File: config.mk
export PLATFORM = sky130hd
export DESIGN_NAME = seq_divider_8by4_flat
export DESIGN_NICKNAME = d
export VERILOG_FILES = /design/src/rtl/seq_divider_8by4_if.sv /design/src/rtl/seq_divider_8by4.sv /design/src/flat_wrapper.sv
export SDC_FILE = /design/constraint.sdc
export NUM_CORES = 1
export LEC_CHECK = 0
export ABC_AREA = 1
export BUFFER_PORTS_ARGS = -buffer_cell sky130_fd_sc_hd__buf_2
export CELL_PAD_IN_SITES_DETAIL_PLACEMENT = 1
export CELL_PAD_IN_SITES_GLOBAL_PLACEMENT = 2
export CORE_ASPECT_RATIO = 1.75
export CORE_MARGIN = 4
export CORE_UTILIZATION = 33
export CTS_CLUSTER_DIAMETER = 50
export DETAILED_ROUTE_END_ITERATION = 6
export PLACE_DENSITY = 0.88
export SLEW_MARGIN = 30
export SYNTH_ARGS = -nofsm -noshare
export SYNTH_HDL_FRONTEND = slang
export SYNTH_SLANG_ARGS = --single-unit
File: constraint.sdc
create_clock -name clk -period 4.45 [get_ports clk]
set_clock_uncertainty 0.1 [all_clocks]
set_input_delay 0.445 -clock clk [delete_from_list [all_inputs] [get_ports clk]]
set_output_delay 0.445 -clock clk [all_outputs]
set_load 0.01 [all_outputs]
File: src/rtl/seq_divider_8by4_if.sv
// Handshake and operand/result bundle for the sequential 8-by-4 divider.
// The master side issues requests; the slave side is the divider itself.
interface seq_divider_8by4_if #(
   parameter int DIVIDEND_W = 8,
   parameter int DIVISOR_W  = 4
);
   logic                  start;
   logic [DIVIDEND_W-1:0] dividend;
   logic [DIVISOR_W-1:0]  divisor;
   logic                  busy;
   logic                  done;
   logic [DIVIDEND_W-1:0] quotient;
   logic [DIVISOR_W-1:0]  remainder;
   logic                  div_by_zero;

   modport master (
      output start, dividend, divisor,
      input  busy, done, quotient, remainder, div_by_zero
   );

   modport slave (
      input  start, dividend, divisor,
      output busy, done, quotient, remainder, div_by_zero
   );
endinterface

File: src/rtl/seq_divider_8by4.sv
// Iterative radix-2 restoring divider. It resolves one quotient bit per clock.
// Results and the divide-by-zero flag are held until the next completion or reset.
module seq_divider_8by4 #(
   parameter int DIVIDEND_W = 8,
   parameter int DIVISOR_W  = 4
) (
   input logic                clk,
   input logic                rst,
   seq_divider_8by4_if.slave  bus
);
   localparam int                CNT_W = $clog2(DIVIDEND_W + 1);
   localparam logic [CNT_W-1:0]  ITERATIONS = CNT_W'(DIVIDEND_W);

   typedef enum logic [1:0] {IDLE, RUN, DONE} state_t;

   state_t                state;
   state_t                state_next;
   logic [DIVIDEND_W-1:0] d_reg;
   logic [DIVIDEND_W-1:0] d_next;
   logic [DIVISOR_W-1:0]  r_reg;
   logic [DIVISOR_W-1:0]  r_next;
   logic [DIVISOR_W:0]    r_shift;
   logic [DIVISOR_W-1:0]  divisor_reg;
   logic [CNT_W-1:0]      count;
   logic                  ge;
   logic                  accept;
   logic                  zero_div;
   logic                  last_step;

   assign accept    = bus.start && ((state == IDLE) || (state == DONE));
   assign zero_div  = (bus.divisor == '0);
   assign last_step = (state == RUN) && (count == CNT_W'(1));

   always_ff @(posedge clk) begin
      if (rst) begin
         state <= IDLE;
      end else begin
         state <= state_next;
      end
   end

   always_comb begin
      state_next = state;
      case (state)
         IDLE: begin
            if (bus.start) state_next = zero_div ? DONE : RUN;
         end
         RUN: begin
            if (count == CNT_W'(1)) state_next = DONE;
         end
         DONE: begin
            if (bus.start) state_next = zero_div ? DONE : RUN;
            else           state_next = IDLE;
         end
         default: state_next = IDLE;
      endcase
   end

   always_comb begin
      bus.busy = (state == RUN);
      bus.done = (state == DONE);
   end

   // After a successful subtraction the true difference is below 16, so the
   // 4-bit modular subtract is exact; the 5th bit only matters for the compare.
   always_comb begin
      r_shift = {r_reg, d_reg[DIVIDEND_W-1]};
      ge      = (r_shift >= {1'b0, divisor_reg});
      r_next  = ge ? (r_shift[DIVISOR_W-1:0] - divisor_reg) : r_shift[DIVISOR_W-1:0];
      d_next  = {d_reg[DIVIDEND_W-2:0], ge};
   end

   // The dividend register doubles as the quotient shift register.
   always_ff @(posedge clk) begin
      if (rst) begin
         d_reg           <= '0;
         r_reg           <= '0;
         divisor_reg     <= '0;
         count           <= '0;
         bus.quotient    <= '0;
         bus.remainder   <= '0;
         bus.div_by_zero <= 1'b0;
      end else if (accept) begin
         d_reg       <= bus.dividend;
         r_reg       <= '0;
         divisor_reg <= bus.divisor;
         count       <= ITERATIONS;
         if (zero_div) begin
            bus.quotient    <= '1;
            bus.remainder   <= bus.dividend[DIVISOR_W-1:0];
            bus.div_by_zero <= 1'b1;
         end
      end else if (state == RUN) begin
         d_reg <= d_next;
         r_reg <= r_next;
         count <= count - CNT_W'(1);
         if (last_step) begin
            bus.quotient    <= d_next;
            bus.remainder   <= r_next;
            bus.div_by_zero <= 1'b0;
         end
      end
   end
endmodule

File: src/flat_wrapper.sv
// flat-port wrapper written by rule: the top's interface ports become plain ports
module seq_divider_8by4_flat 
#(
   parameter int DIVIDEND_W = 8,
   parameter int DIVISOR_W  = 4
)
  (clk, rst, bus_start, bus_dividend, bus_divisor, bus_busy, bus_done, bus_quotient, bus_remainder, bus_div_by_zero);
  seq_divider_8by4_if #(.DIVIDEND_W(DIVIDEND_W), .DIVISOR_W(DIVISOR_W)) bus_i ();
  input logic clk;
  input logic rst;
  input wire logic [$bits(bus_i.start)-1:0] bus_start;
  input wire logic [$bits(bus_i.dividend)-1:0] bus_dividend;
  input wire logic [$bits(bus_i.divisor)-1:0] bus_divisor;
  output wire logic [$bits(bus_i.busy)-1:0] bus_busy;
  output wire logic [$bits(bus_i.done)-1:0] bus_done;
  output wire logic [$bits(bus_i.quotient)-1:0] bus_quotient;
  output wire logic [$bits(bus_i.remainder)-1:0] bus_remainder;
  output wire logic [$bits(bus_i.div_by_zero)-1:0] bus_div_by_zero;
  assign bus_i.start = bus_start;
  assign bus_i.dividend = bus_dividend;
  assign bus_i.divisor = bus_divisor;
  assign bus_busy = bus_i.busy;
  assign bus_done = bus_i.done;
  assign bus_quotient = bus_i.quotient;
  assign bus_remainder = bus_i.remainder;
  assign bus_div_by_zero = bus_i.div_by_zero;
  seq_divider_8by4 #(.DIVIDEND_W(DIVIDEND_W), .DIVISOR_W(DIVISOR_W)) u_core (.clk(clk), .rst(rst), .bus(bus_i));
endmodule
==> metrics, run 1 <==
outcome=finished, final reports clean; Top Ports=30; Leak=0.943 nW; Rows=34; Req. time, crit path=4530 ps; pwr dens=417 mW/mm^2; GPL Wtd Cong=0.782; die area=0.00645 sq mm; metal2 WL=2.44 mm; Filler cells=659; I/O Buffers=29; GRT overflow=0; Net Count, Synth=249; total wire length=4.46 mm; Slew headroom=58.6%; NumNets Final=277; Final setup viols=0; vias in the first global route=1570; starting DRC count in detailed routing=66; root buffer cell=clkbuf_8; hold buffers post-CTS=0; Max Fclk=0.501 GHz; ANT nets after route=0; minimum clock period=2000 ps; Mapped Avg Cell Area=7.55 sq um; HPWL Detailed=3.44 mm; Worst-path clk slew=80 ps; Hold Crit Class=in -> reg; FFs w/ async S/R, synth=0%; R2R depth=7; Setup CP Type=reg -> reg; RSZ-0062 raised after global routing=no; Final Instance Area=0.00198 sq mm; GRT Total Usage=14.8%; Post-synth EDFFs=0; maximum vdd ir drop=0.118 mV; Max-Cap Viols=0; Final period util=44.9%; ANT cells=0; Synth Instances=227; register bit count reported by yosys=35; DR pass1 iterations=6; worst slack, placed=2450 ps; Final Hold Fails=0; clk sinks=35; DR top layer=met4; clock network latency to the later pin of the worst-skew pair=290 ps; CP endpoint kind=flop; WL/cell=14.4 um; ratio of cells with drive above 1 in the final layout=20.7%; largest net degree at the start of global routing=22; Initial Util=34.1%; Die Wd=62.5 um; worst-margin pin slew=620 ps; Syn-to-layout area delta=15.4%; Num CTS Buffers=5; Resize count post-CTS=0; ranking of synthesized cells by area=dfxtp_1 (41%), nand2_1 (9.4%), nor2_1 (7.0%); Yosys top cell by area=dfxtp_1; CP arrival=2080 ps; Synth top area share=40.9%; vias per cell=4.97; H-Tree Level Count=2; HP Start=rst; Top FF cell, synth=dfxtp_1; RR Startpoint=u_core.state[0]; CP Max Fanout=20; sequential area share after synthesis=40.9%; Total Power=0.000824 W; CTS tree=built; global-route wire length before repair=7.27 mm; initial antenna violation count=0; area occupied by multi-input gates=825 sq um; Residual DRC=0; WL met3=161 um; synthesized area=0.00171 sq mm; clk buf depth=2; post-CTS setup buffer count=0; Metal-1 WL=1.72 mm; reg2reg end=u_core.bus.remainder[2]; WHS Endpoint=u_core.bus.remainder[3]; Vias=1541; Register Area=701 sq um; Die H=103 um; worst reg2reg setup slack=2450 ps; Core ar.=0.00502 sq mm; worst hold path cell count=2; synth warn=0; Fin Setup TNS=0 ps; startpoint types=flop; final setup margin=2450 ps; Placed Area=0.00186 sq mm; Distinct cells, synth=30; Max Transition Viols Final=0; fin util=39.4%
==> layout make-up <==
| type | instances | share of cell area (%) |
|---|---|---|
| multi-input combinational | 153 | 41.7 |
| sequential | 35 | 35.4 |
| timing repair buffer | 29 | 7.34 |
| inverter | 31 | 6.14 |
| clock buffer | 6 | 4.18 |
| tap | 54 | 3.42 |
| clock inverter | 2 | 1.77 |
==> metal layers <==
| layer | GRT usage, % | up-vias |
|---|---|---|
| li1 | - | 787 |
| met1 | 13.8 | 718 |
| met2 | 29.4 | 25 |
| met3 | 3.35 | 11 |
| met4 | 8.16 | 0 |
| met5 | 0 | - |
==> synth_stat cells, drive strengths merged, types with 2 or more instances <==
master   n
nand2   49
dfxtp   35
nor2    33
inv     30
o21ai   21
a21oi   16
nand3   13
a31oi    7
buf      6
ha       6
o221ai   3
clkbuf   2
nand4    2
==> worst max-delay path by stage <==
stage | cells past startpoint | end | startpoint | slack, ps
2_1_floorplan | 10 | u_core.r_reg[3] | u_core.divisor_reg[2] | 2900
3_3_place_gp | 7 | u_core.bus.remainder[2] | u_core.state[0] | 2460
3_5_place_dp | 7 | u_core.bus.remainder[2] | u_core.state[0] | 2450
4_1_cts | 7 | u_core.bus.remainder[2] | u_core.state[0] | 2410
5_1_grt | 7 | u_core.bus.remainder[0] | u_core.state[0] | 2250
6_report | 7 | u_core.bus.remainder[2] | u_core.state[0] | 2450
==> critical path, cell delays in order (launching register included) <==
cell     delay, ps
dfxtp_1        350
inv_2           70
nor2_4         450
nand4_4        280
nand2_4        270
inv_1          120
a21oi_1        160
a21oi_1         80
==> placed cells by master (no fill, tap or decap), types with 3 or more instances in the layout <==
| master | instances |
|---|---|
| a31oi_1 | 7 |
| inv_1 | 26 |
| ha_1 | 6 |
| a21oi_1 | 14 |
| buf_2 | 29 |
| inv_2 | 3 |
| dfxtp_1 | 35 |
| nand2_4 | 4 |
| clkbuf_8 | 6 |
| o21ai_0 | 17 |
| nand2_1 | 43 |
| o221ai_1 | 3 |
| nand3_1 | 13 |
| nor2_1 | 32 |
==> through the flow <==
stage                     hold slack (ps)  cells
after floorplan                       335    227
after global placement                343    302
after detailed placement              352    302
after CTS                             320    310
after global routing                  338    310
final                                 328    310
==> where the power goes <==
part	internal, W	leakage (nW)	switching [W]
combinational	0.0000597	0.595	0.000115
sequential	0.000335	0.286	0.0000139
clock	0.000181	0.0612	0.000119
==> cells by family (layout without fill, tap and decap cells) <==
| kind of cell | after synthesis | after routing | share of synthesized area [%] |
|---|---|---|---|
| xor gates and xnor gates | 1 | 1 | 0.511 |
| adders and majority gates | 7 | 7 | 5.55 |
| and+or+nand+nor | 97 | 97 | 25.9 |
| DFF | 35 | 35 | 40.9 |
| AOI/OAI and AO/OA | 48 | 48 | 16.2 |
| buffers and inverters | 39 | 68 | 11.0 |
(Power assumes the default switching activity.)
==> run 2, diff against run 1 <==
--- a/config.mk
+++ b/config.mk
@@ -11,10 +11,10 @@
 export CELL_PAD_IN_SITES_GLOBAL_PLACEMENT = 2
 export CORE_ASPECT_RATIO = 1.75
 export CORE_MARGIN = 4
-export CORE_UTILIZATION = 33
+export CORE_UTILIZATION = 28
 export CTS_CLUSTER_DIAMETER = 50
 export DETAILED_ROUTE_END_ITERATION = 6
-export PLACE_DENSITY = 0.88
+export PLACE_DENSITY = 0.8
 export SLEW_MARGIN = 30
 export SYNTH_ARGS = -nofsm -noshare
 export SYNTH_HDL_FRONTEND = slang
==> constraint.sdc (replaced) <==
create_clock -name clk -period 1.73 [get_ports clk]
set_clock_uncertainty 0.1 [all_clocks]
set_input_delay 0.173 -clock clk [delete_from_list [all_inputs] [get_ports clk]]
set_output_delay 0.173 -clock clk [all_outputs]
set_load 0.01 [all_outputs]
==> run 2 against run 1 <==
Against the previous run:
- first-iteration DRC count shrank 36%
- global-route usage shrank 1.3 points
- cell area grew 6.3%
- via count grew 1.8%
- highest routed layer unchanged
==> metrics, run 2 (synthesis gave the netlist of run 1 again) <==
Leak=0.979 nW; CP arrival=1710 ps; ANT cells=0; ANT nets after route=0; Initial Util=28.9%; commonest non-fill, non-tap cell in the layout=nand2_1; WHS Endpoint=u_core.bus.remainder[3]; minimum clock period=1610 ps; Residual DRC=0; HP Start=rst; Worst-path clk slew=80 ps; Total Power=0.00215 W; Top Ports=30; CP endpoint kind=flop; clk sinks=35; vias in the first global route=1626; Resize count post-CTS=0; Final setup viols=0; Max-Cap Viols=0; GRT Total Usage=13.5%; Rows=37; Final Instance Area=0.00210 sq mm; Placed Area=0.00195 sq mm; global-route wire length before repair=7.60 mm; Die H=111 um; largest net degree at the start of global routing=20; HPWL Detailed=3.70 mm; worst hold path cell count=2; Syn-to-layout area delta=22.6%; reg2reg end=u_core.r_reg[2]; hold buffers post-CTS=0; RSZ-0062 raised after global routing=no; DR pass1 iterations=4; die area=0.00748 sq mm; outcome=finished, final reports clean; Hold Crit Class=in -> reg; R2R depth=10; most frequent cells in the layout=nand2_1 (43), dfxtp_1 (34), nor2_1 (32), buf_2 (29), inv_1 (23); WL met3=160 um; CP Max Fanout=2; starting DRC count in detailed routing=42; post-CTS setup buffer count=0; initial antenna violation count=0; DR top layer=met4; Final Hold Fails=0; clk buf depth=2; CTS tree=built; metal2 WL=2.62 mm; RR Startpoint=u_core.d_reg[7]; root buffer cell=clkbuf_8; GPL Wtd Cong=0.853; Max Fclk=0.620 GHz; Die Wd=67.1 um; clock network latency to the later pin of the worst-skew pair=290 ps; WL/cell=13.5 um; Core ar.=0.00593 sq mm; maximum vdd ir drop=0.450 mV; worst reg2reg setup slack=120 ps; H-Tree Level Count=2; worst hold margin=55.0 ps; Setup CP Type=reg -> reg; Req. time, crit path=1830 ps; Vias=1568; Metal-1 WL=1.71 mm; Num CTS Buffers=5; Max Transition Viols Final=0; Fin Setup TNS=0 ps; GRT overflow=0; startpoint types=flop; total wire length=4.62 mm; vias per cell=4.58; Slew headroom=80.0%; ratio of cells with drive above 1 in the final layout=26.1%; pwr dens=1020 mW/mm^2; NumNets Final=285; I/O Buffers=29; worst-margin pin slew=296 ps; Final period util=93.2%
## run 2: worst max-delay path, stage by stage, from the launching register on
cell and delay [ps]:
dfxtp_2 330, inv_2 50, ha_2 170, inv_2 40, fa_2 330, xnor2_1 150, nand2_1 110, nand2_1 70
nand2_1 50, nand2_1 60, inv_1 30
## run 2: how the worst max path moves through the flow
stage,slack [ps],depth (start not counted),to,startpoint
2_1_floorplan,180,10,u_core.r_reg[3],u_core.divisor_reg[2]
3_3_place_gp,40,10,u_core.r_reg[1],u_core.divisor_reg[2]
3_5_place_dp,40,10,u_core.r_reg[3],u_core.divisor_reg[2]
4_1_cts,8,10,u_core.r_reg[3],u_core.divisor_reg[2]
5_1_grt,0.09,13,u_core.r_reg[1],u_core.d_reg[7]
6_report,120,10,u_core.r_reg[2],u_core.d_reg[7]
## run 2: metrics by stage
stage	utilization, %	setup slack (ps)	std cells
final	35.5	118	342
after global routing	35.5	0.0890	342
after CTS	34.8	8.13	342
after detailed placement	32.9	40.4	334
after global placement	32.9	37.2	334
after floorplan	-	175	227
## run 2: per-layer routing
metal,vias to the layer above,global-route usage [%]
met5,-,0
met4,0,6.64
met3,9,2.72
met2,23,25.2
met1,735,13.5
li1,801,-
## run 2: area by class of cell
type / count / area [sq um]
Sequential cell: 35 / 702
Tap cell: 78 / 97.6
Multi-Input combinational cell: 153 / 862
Inverter: 31 / 121
Clock buffer: 5 / 68.8
Clock inverter: 3 / 43.8
Timing Repair Buffer: 37 / 205
Fill cell: 770 / 3820
## run 2: power breakdown
part           internal, W  leakage [nW]  switching, W  total (W)
sequential        0.000862         0.287     0.0000359   0.000898
clock             0.000429        0.0581      0.000324   0.000753
combinational     0.000185         0.634      0.000313   0.000497
